--- src/rtl/if_fetch_stage_if.sv ---
// Instruction-memory read port of the fetch stage.
// The fetch stage is the master: it issues mem_read/mem_addr.
// The memory is the slave: it answers with mem_data and mem_ready.
interface if_fetch_stage_if #(
    parameter int WORD_SIZE = 16
) ();
    logic                 mem_read;
    logic [WORD_SIZE-1:0] mem_addr;
    logic [WORD_SIZE-1:0] mem_data;
    logic                 mem_ready;

    modport master (
        output mem_read,
        output mem_addr,
        input  mem_data,
        input  mem_ready
    );

    modport slave (
        input  mem_read,
        input  mem_addr,
        output mem_data,
        output mem_ready
    );
endinterface

--- src/rtl/if_fetch_stage.sv ---
// Instruction-fetch stage. It owns the PC and issues instruction-memory reads.
// It feeds pc/fetch_instr to the external predictor and loads the IF/ID register.
// FETCH waits for the memory. HOLD parks a word that arrived during a stall,
// so the word is neither dropped nor fetched twice.
module if_fetch_stage #(
    parameter int                   WORD_SIZE = 16,
    parameter logic [WORD_SIZE-1:0] RESET_PC  = '0
) (
    input  logic                 clk,
    input  logic                 reset_n,
    input  logic [WORD_SIZE-1:0] next_pc,
    input  logic                 force_pc,
    input  logic [WORD_SIZE-1:0] force_pc_data,
    input  logic                 stall,
    if_fetch_stage_if.master     mem,
    output logic [WORD_SIZE-1:0] pc,
    output logic [WORD_SIZE-1:0] fetch_instr,
    output logic                 if_id_valid,
    output logic [WORD_SIZE-1:0] if_id_pc,
    output logic [WORD_SIZE-1:0] if_id_instr,
    output logic [WORD_SIZE-1:0] fetch_count
);

    typedef enum logic {
        S_FETCH = 1'b0,
        S_HOLD  = 1'b1
    } state_t;

    state_t               state_q,       state_d;
    logic [WORD_SIZE-1:0] pc_q,          pc_d;
    logic [WORD_SIZE-1:0] hold_q,        hold_d;
    logic                 if_id_valid_q, if_id_valid_d;
    logic [WORD_SIZE-1:0] if_id_pc_q,    if_id_pc_d;
    logic [WORD_SIZE-1:0] if_id_instr_q, if_id_instr_d;
    logic [WORD_SIZE-1:0] fetch_count_q, fetch_count_d;

    // Memory request and the word offered to the predictor, decoded from the state.
    always_comb begin
        mem.mem_read = (state_q == S_FETCH);
        mem.mem_addr = pc_q;
        fetch_instr  = '0;
        if (state_q == S_HOLD) begin
            fetch_instr = hold_q;
        end else if (mem.mem_ready) begin
            fetch_instr = mem.mem_data;
        end
    end

    // Next-state logic. Priority: redirect, then stall, then normal progress.
    always_comb begin
        // NOTE: every *_d starts as its *_q. Each branch then assigns only what
        // changes, and no path can leave a signal unassigned and infer a latch.
        state_d       = state_q;
        pc_d          = pc_q;
        hold_d        = hold_q;
        if_id_valid_d = if_id_valid_q;
        if_id_pc_d    = if_id_pc_q;
        if_id_instr_d = if_id_instr_q;
        fetch_count_d = fetch_count_q;

        if (force_pc) begin
            // Squash the held word and any response that arrives this cycle.
            state_d       = S_FETCH;
            pc_d          = force_pc_data;
            hold_d        = '0;
            if_id_valid_d = 1'b0;
        end else begin
            unique case (state_q)
                S_FETCH: begin
                    if (mem.mem_ready && !stall) begin
                        if_id_valid_d = 1'b1;
                        if_id_pc_d    = pc_q;
                        if_id_instr_d = mem.mem_data;
                        pc_d          = next_pc;
                        fetch_count_d = fetch_count_q + WORD_SIZE'(1);
                    end else if (mem.mem_ready && stall) begin
                        hold_d  = mem.mem_data;
                        state_d = S_HOLD;
                    end else if (!stall) begin
                        if_id_valid_d = 1'b0;
                    end
                end
                S_HOLD: begin
                    if (!stall) begin
                        if_id_valid_d = 1'b1;
                        if_id_pc_d    = pc_q;
                        if_id_instr_d = hold_q;
                        pc_d          = next_pc;
                        fetch_count_d = fetch_count_q + WORD_SIZE'(1);
                        state_d       = S_FETCH;
                    end
                end
                default: state_d = S_FETCH;
            endcase
        end
    end

    // State register with synchronous active-low reset.
    always_ff @(posedge clk) begin
        // NOTE: the hold buffer and the IF/ID payload are reset explicitly,
        // because fetch_instr and if_id_pc/if_id_instr are visible right after reset.
        // Sequential state uses non-blocking assignment only.
        if (!reset_n) begin
            state_q       <= S_FETCH;
            pc_q          <= RESET_PC;
            hold_q        <= '0;
            if_id_valid_q <= 1'b0;
            if_id_pc_q    <= '0;
            if_id_instr_q <= '0;
            fetch_count_q <= '0;
        end else begin
            state_q       <= state_d;
            pc_q          <= pc_d;
            hold_q        <= hold_d;
            if_id_valid_q <= if_id_valid_d;
            if_id_pc_q    <= if_id_pc_d;
            if_id_instr_q <= if_id_instr_d;
            fetch_count_q <= fetch_count_d;
        end
    end

    assign pc          = pc_q;
    assign if_id_valid = if_id_valid_q;
    assign if_id_pc    = if_id_pc_q;
    assign if_id_instr = if_id_instr_q;
    assign fetch_count = fetch_count_q;

endmodule

--- src/flat_wrapper.sv ---
// flat-port wrapper written by rule: the top's interface ports become plain ports
module if_fetch_stage_flat 
#(
    parameter int                   WORD_SIZE = 16,
    parameter logic [WORD_SIZE-1:0] RESET_PC  = '0
)
  (clk, reset_n, next_pc, force_pc, force_pc_data, stall, pc, fetch_instr, if_id_valid, if_id_pc, if_id_instr, fetch_count, mem_mem_read, mem_mem_addr, mem_mem_data, mem_mem_ready);
  if_fetch_stage_if #(.WORD_SIZE(WORD_SIZE)) mem_i ();
  input  logic clk;
  input  logic reset_n;
  input  logic [WORD_SIZE-1:0] next_pc;
  input  logic force_pc;
  input  logic [WORD_SIZE-1:0] force_pc_data;
  input  logic stall;
  output logic [WORD_SIZE-1:0] pc;
  output logic [WORD_SIZE-1:0] fetch_instr;
  output logic if_id_valid;
  output logic [WORD_SIZE-1:0] if_id_pc;
  output logic [WORD_SIZE-1:0] if_id_instr;
  output logic [WORD_SIZE-1:0] fetch_count;
  output wire logic [$bits(mem_i.mem_read)-1:0] mem_mem_read;
  output wire logic [$bits(mem_i.mem_addr)-1:0] mem_mem_addr;
  input wire logic [$bits(mem_i.mem_data)-1:0] mem_mem_data;
  input wire logic [$bits(mem_i.mem_ready)-1:0] mem_mem_ready;
  assign mem_mem_read = mem_i.mem_read;
  assign mem_mem_addr = mem_i.mem_addr;
  assign mem_i.mem_data = mem_mem_data;
  assign mem_i.mem_ready = mem_mem_ready;
  if_fetch_stage #(.WORD_SIZE(WORD_SIZE), .RESET_PC(RESET_PC)) u_core (.clk(clk), .reset_n(reset_n), .next_pc(next_pc), .force_pc(force_pc), .force_pc_data(force_pc_data), .stall(stall), .mem(mem_i), .pc(pc), .fetch_instr(fetch_instr), .if_id_valid(if_id_valid), .if_id_pc(if_id_pc), .if_id_instr(if_id_instr), .fetch_count(fetch_count));
endmodule
--- config.mk ---
export PLATFORM = sky130hd
export DESIGN_NAME = if_fetch_stage_flat
export DESIGN_NICKNAME = d
export VERILOG_FILES = /design/src/rtl/if_fetch_stage_if.sv /design/src/rtl/if_fetch_stage.sv /design/src/flat_wrapper.sv
export SDC_FILE = /design/constraint.sdc
export NUM_CORES = 1
export LEC_CHECK = 0
export CAP_MARGIN = 20
export CORE_MARGIN = 2
export CORE_UTILIZATION = 39
export DETAILED_ROUTE_END_ITERATION = 12
export GPL_TIMING_DRIVEN = 0
export PLACE_DENSITY = 0.77
export SETUP_SLACK_MARGIN = 0.5
export SLEW_MARGIN = 20
export SYNTH_ARGS = -nofsm -noshare
export SYNTH_HDL_FRONTEND = slang
export SYNTH_SLANG_ARGS = --single-unit
--- constraint.sdc ---
create_clock -name clk -period 1.8 [get_ports clk]
set_input_delay 0.54 -clock clk [delete_from_list [all_inputs] [get_ports clk]]
set_output_delay 0.54 -clock clk [all_outputs]
set_load 0.02 [all_outputs]
==> results.txt <==
Worst EP required - 1.26 ns
initial antenna violation count - 0
CP startpoint kind - register
failing checks - negative setup slack
CP Capture Type - output pin
outcome - finished with violations
CTS max path bufs - 2
WS Path Type - reg -> out
crit path DAT - 1.50 ns
Max Slew Vio Count - 0
final hold vios - 0
total number of vias - 4223
R2R Setup Slk - -0.13 ns
placed insts - 675
Clock Sinks - 82
Mapped Cells - 415
remaining global-route overflow - 0
CTS buffer count - 9
largest net degree at the start of global routing - 14
Cell Pwr Density - 594 mW/mm2
Worst Tran Pin Value - 0.388 ns
H-Tree Depth - 3
clk_lat worst skew - 0.36 ns
Syn. warnings - 0
share of the clock period used by the worst path - 1.13
peak supply drop - 559 uV
Cell Rows - 35
DRT Pass-1 Iters - 5
Register-to-Register Path Depth - 8
final setup fails - 29
antenna viol nets, final - 0
Worst Setup EP - fetch_instr[10]
share of the synthesized area in the top cell type - 0.457
reg2reg start - u_core.state_q
total wire length - 15800 um
chip width - 99.9 um
synthesized flop and latch total - 82
first-iteration detailed-routing DRC count - 160
Cell variety after synth - 35
Final Util - 0.859
CTS clk-pin slew, worst paths - 0.09 ns
DIE HEIGHT - 99.9 um
Placed Area - 0.00553 mm2
Setup crit start - u_core.state_q
Max Cap Viol - 0
Starting Density - 0.396
DR WL/cell - 20.3 um
most common library cells after synthesis - dfxtp_1 (82), nand2_1 (71), nor2_1 (42)
Critical R2R Capture - u_core.fetch_count[11]
first-pass GRT wire length - 19100 um
top cell type by total area after synthesis - dfxtp_1
CTS tree - done
hold_buf cts - 0
Max Clk Rate - 490 MHz
Async SR Flop Fraction - 0
IO Port Bufs - 149
nets - 715
Tmin final - 2.04 ns
setup TNS - -3.94 ns
core area - 0.00906 mm2
Area contributors post-synth - dfxtp_1 (46%), mux2i_1 (8.9%), nand2_1 (7.4%), a211oi_1 (6.7%), a21oi_1 (5.7%)
vias in the first global route - 3944
Vias/cell - 5.44
Synth Net Count - 469
Pleak - 0.00331 uW
Global Route Usage Sum - 0.240
n_diodes - 0
IO Pins - 151
Seq/Total Area, Yosys - 0.457
Slew HR - 0.742
Post-synth EDFFs - 0
share of layout cells above drive strength 1 - 0.707
area grow syn2layout - 117%
Hold Crit Class - reg -> reg
most frequent cell after synthesis - dfxtp_1
final worst slack - -0.241 ns
worst-case hold slack - 0.473 ns
syn avg cell area - 8.65 um2
skew final - 0.0122 ns
Final Non-Filler Cells - 777
RSZ-0062 raised after global routing - yes
Worst Hold Launch - u_core.if_id_pc[6]
Design Area, Final - 0.00779 mm2
RePlAce Congestion - 0.850
Remaining DRCs - 0
mapped cell area - 0.00359 mm2
dpl hpwl - 8030 um
Main synth FF type - dfxtp_1
CP max FO - 5
die area - 0.00999 mm2
Clock Root Buffer - clkbuf_8
==> cells by family after synthesis <==
family	synth area share
AOI/OAI and AO/OA	0.184
xor gates and xnor gates	0.0195
adders and majority gates	0.00348
buffers and inverters	0.0746
DFF	0.457
muxes	0.0892
and+or+nand+nor	0.171
==> worst max-delay path, stage by stage (launching register included) <==
cell,delay [ns]
dfxtp_2,0.32
buf_6,0.12
buf_4,0.16
clkbuf_16,0.16
a22o_4,0.25
buf_6,0.13
==> per-layer routing <==
| layer | track usage | part of all wire | up-vias |
|---|---|---|---|
| met5 | 0 | 0 | - |
| met4 | 0.0885 | 0.025 | 0 |
| met3 | 0.0432 | 0.053 | 30 |
| met2 | 0.436 | 0.54 | 173 |
| met1 | 0.283 | 0.39 | 2087 |
| li1 | - | - | 1933 |
==> worst min path at each step <==
stage                          end  slack (ns)  cells past startpoint
3_5_place_dp    u_core.if_id_pc[0]        0.45                      2
5_1_grt        u_core.if_id_pc[12]        0.49                      2
2_1_floorplan     u_core.hold_q[0]        0.46                      2
6_report        u_core.if_id_pc[6]        0.47                      2
3_3_place_gp    u_core.if_id_pc[1]        0.44                      2
4_1_cts         u_core.if_id_pc[0]        0.46                      2
==> layout by cell type, fill, tap and decap left out, types with 9 or more instances in the layout <==
master	netlist	layout
dfxtp_4	0	25
nor2_4	0	18
a22o_4	0	16
clkbuf_8	0	15
buf_4	16	50
nand2_4	0	19
nand2_2	0	9
clkbuf_16	0	13
nand2_1	71	43
a211oi_2	0	30
dfxtp_2	0	41
dfxtp_1	82	16
a21oi_2	0	35
mux2i_1	32	30
clkdlybuf4s50_1	0	44
buf_6	1	144
nor2_1	42	23
==> power by group <==
group / switching, uW / total [uW] / internal (uW) / leakage [uW]
clock network: 704 / 1280 / 576 / 0.0000924
registers: 80.7 / 1950 / 1870 / 0.000704
logic: 638 / 1390 / 757 / 0.00252
total: 1420 / 4620 / 3200 / 0.00331
==> flip-flops by register name, summed over array words and instances (netlist names) <==
register	flops
u_core.if_id_pc	16
u_core.if_id_instr	16
u_core.state_q	1
u_core.fetch_count	16
u_core.hold_q	16
u_core.mem.mem_addr	16
u_core.if_id_valid	1
==> timing repair <==
action | in CTS | in global routing
pin swaps | 28 | 64
resized for setup | 771 | 182
cloned | 9 | 5
endpoints found under the setup margin | 178 | 178
buffers inserted | 33 | 39
==> area by class of cell <==
class / count / area [um2]
multi-input cells: 281 / 2560
repair buffers: 235 / 2480
flip-flops and latches: 82 / 1790
fillers: 435 / 1280
plain buffers: 48 / 631
clock buffers: 12 / 155
well taps: 111 / 139
clock inverters: 4 / 26.3
inverters: 4 / 15.0
==> stage by stage <==
step	total power (uW)	worst slack (ns)
after floorplan	2440	-0.00233
after global placement	2850	-1.11
after detailed placement	2870	-1.10
after CTS	4340	-0.234
after global routing	4740	-0.258
final	4620	-0.241
No activity file was read; power rests on OpenSTA's default activity.
==> RTL change: new RTL, config.mk and constraints unchanged <==
Register the output `fetch_count` once more, cleared by the reset; this adds one clock of latency there. The other outputs are not delayed to match.
--- a/src/rtl/if_fetch_stage.sv
+++ b/src/rtl/if_fetch_stage.sv
@@ -124,5 +124,11 @@
     assign if_id_pc    = if_id_pc_q;
     assign if_id_instr = if_id_instr_q;
-    assign fetch_count = fetch_count_q;
+    always_ff @(posedge clk) begin
+        if (!reset_n) begin
+            fetch_count <= '0;
+        end else begin
+            fetch_count <= fetch_count_q;
+        end
+    end
 
 endmodule
Check against the original RTL: not equivalent (Yosys sat finds a counterexample within 4 cycles, from zero or initial values and one cycle with reset_n low).
==> RTL change against the unedited design <==
Total power increased by 13%; wire length rose by 2.1%; the flow still finishes with violations (negative setup slack); worst setup slack worse by 0.044 ns; cell area rose by 3.6%; clock skew grew 0.0053 ns; sequential cell count is 16 higher; sequential power is 19% higher; synthesized area grew 12%.
==> RTL change: results (changes against the unedited design) <==
- Final setup viols: 18 (-38%)
- Synth area leaders: dfxtp_1 49%, mux2i_1 8.0%, nand2_1 6.8%
- Setup repair bufs after CTS: 42 (+27%)
- GR Layer Usage met2: 46.5% (+3.0 points)
- Leakage dissipation: 3.38 nW (+2.0%)
- Final instance area: 8070 µm² (+3.6%)
- Multi-input combinational area share: 32.6% (-0.28 points)
- Setup Skew: 0.0175 ns (+0.00532 ns)
- Multi-input gates: 298 (+6.0%)
- Met1 Use GR: 27.3% (-0.98 points)
- Fill count: 557 (+28%)
- Post-synth top cells: 98 x dfxtp_1, 73 x nand2_1, 47 x nor2_1
- Fraction of layout cells with a size suffix above 1: 66.3% (-4.4 points)
- Post-synthesis compound-gate area fraction: 15.0% (-3.4 points)
- Status: finished, violations left
- Failing checks: negative setup slack
- Placer congestion estimate: 0.800 (-5.8%)
- Sum Neg Setup Slack: -4.00 ns (-0.0663 ns)
- VDD IR max: 395 µV (-29%)
- Sw frac: 28.4% (-2.3 points)
- Vias in the first global route: 4319 (+9.5%)
- Syn Area/Cell: 8.93 µm² (+3.2%)
- Met3 WL: 948 µm (+14%)
- Sequential group power: 2.32 mW (+19%)
- Vias per inst: 5.28 (-2.9%)
- Setup WS post-layout: -0.284 ns (-0.0435 ns)
- Nets: 747 (+4.5%)
- Post-synthesis mux area share: 9.09% (+0.17 points)
- Signal buffers: 282 (-0.35%)
- Wire length per cell: 19.3 µm (-4.7%)
[RTL change: cell count changes after synthesis, moves of 3 or more]
cell / change
dfxtp_1: +16
and2_1: +14
nor2_1: +5
or4_1: -5
a21oi_1: -4
clkbuf_1: -4
mux2_2: +4
o31ai_1: -4
buf_2: +3
nor3_1: +3
nor4_1: +3
xor2_1: -3
[RTL change: path summary, 6_finish.rpt]
check / from / end / slack (ns) / depth (start not counted)
max: u_core.state_q$_SDFF_PP0_ / fetch_instr[12] / -0.28 / 7
min: u_core.if_id_pc[15]$_SDFFE_PN0P_ / u_core.if_id_pc[15]$_SDFFE_PN0P_ / 0.48 / 2
max reg2reg: u_core.state_q$_SDFF_PP0_ / u_core.fetch_count_q[12]$_SDFFE_PN0P_ / -0.03 / 8
min reg2reg: u_core.if_id_pc[15]$_SDFFE_PN0P_ / u_core.if_id_pc[15]$_SDFFE_PN0P_ / 0.48 / 2
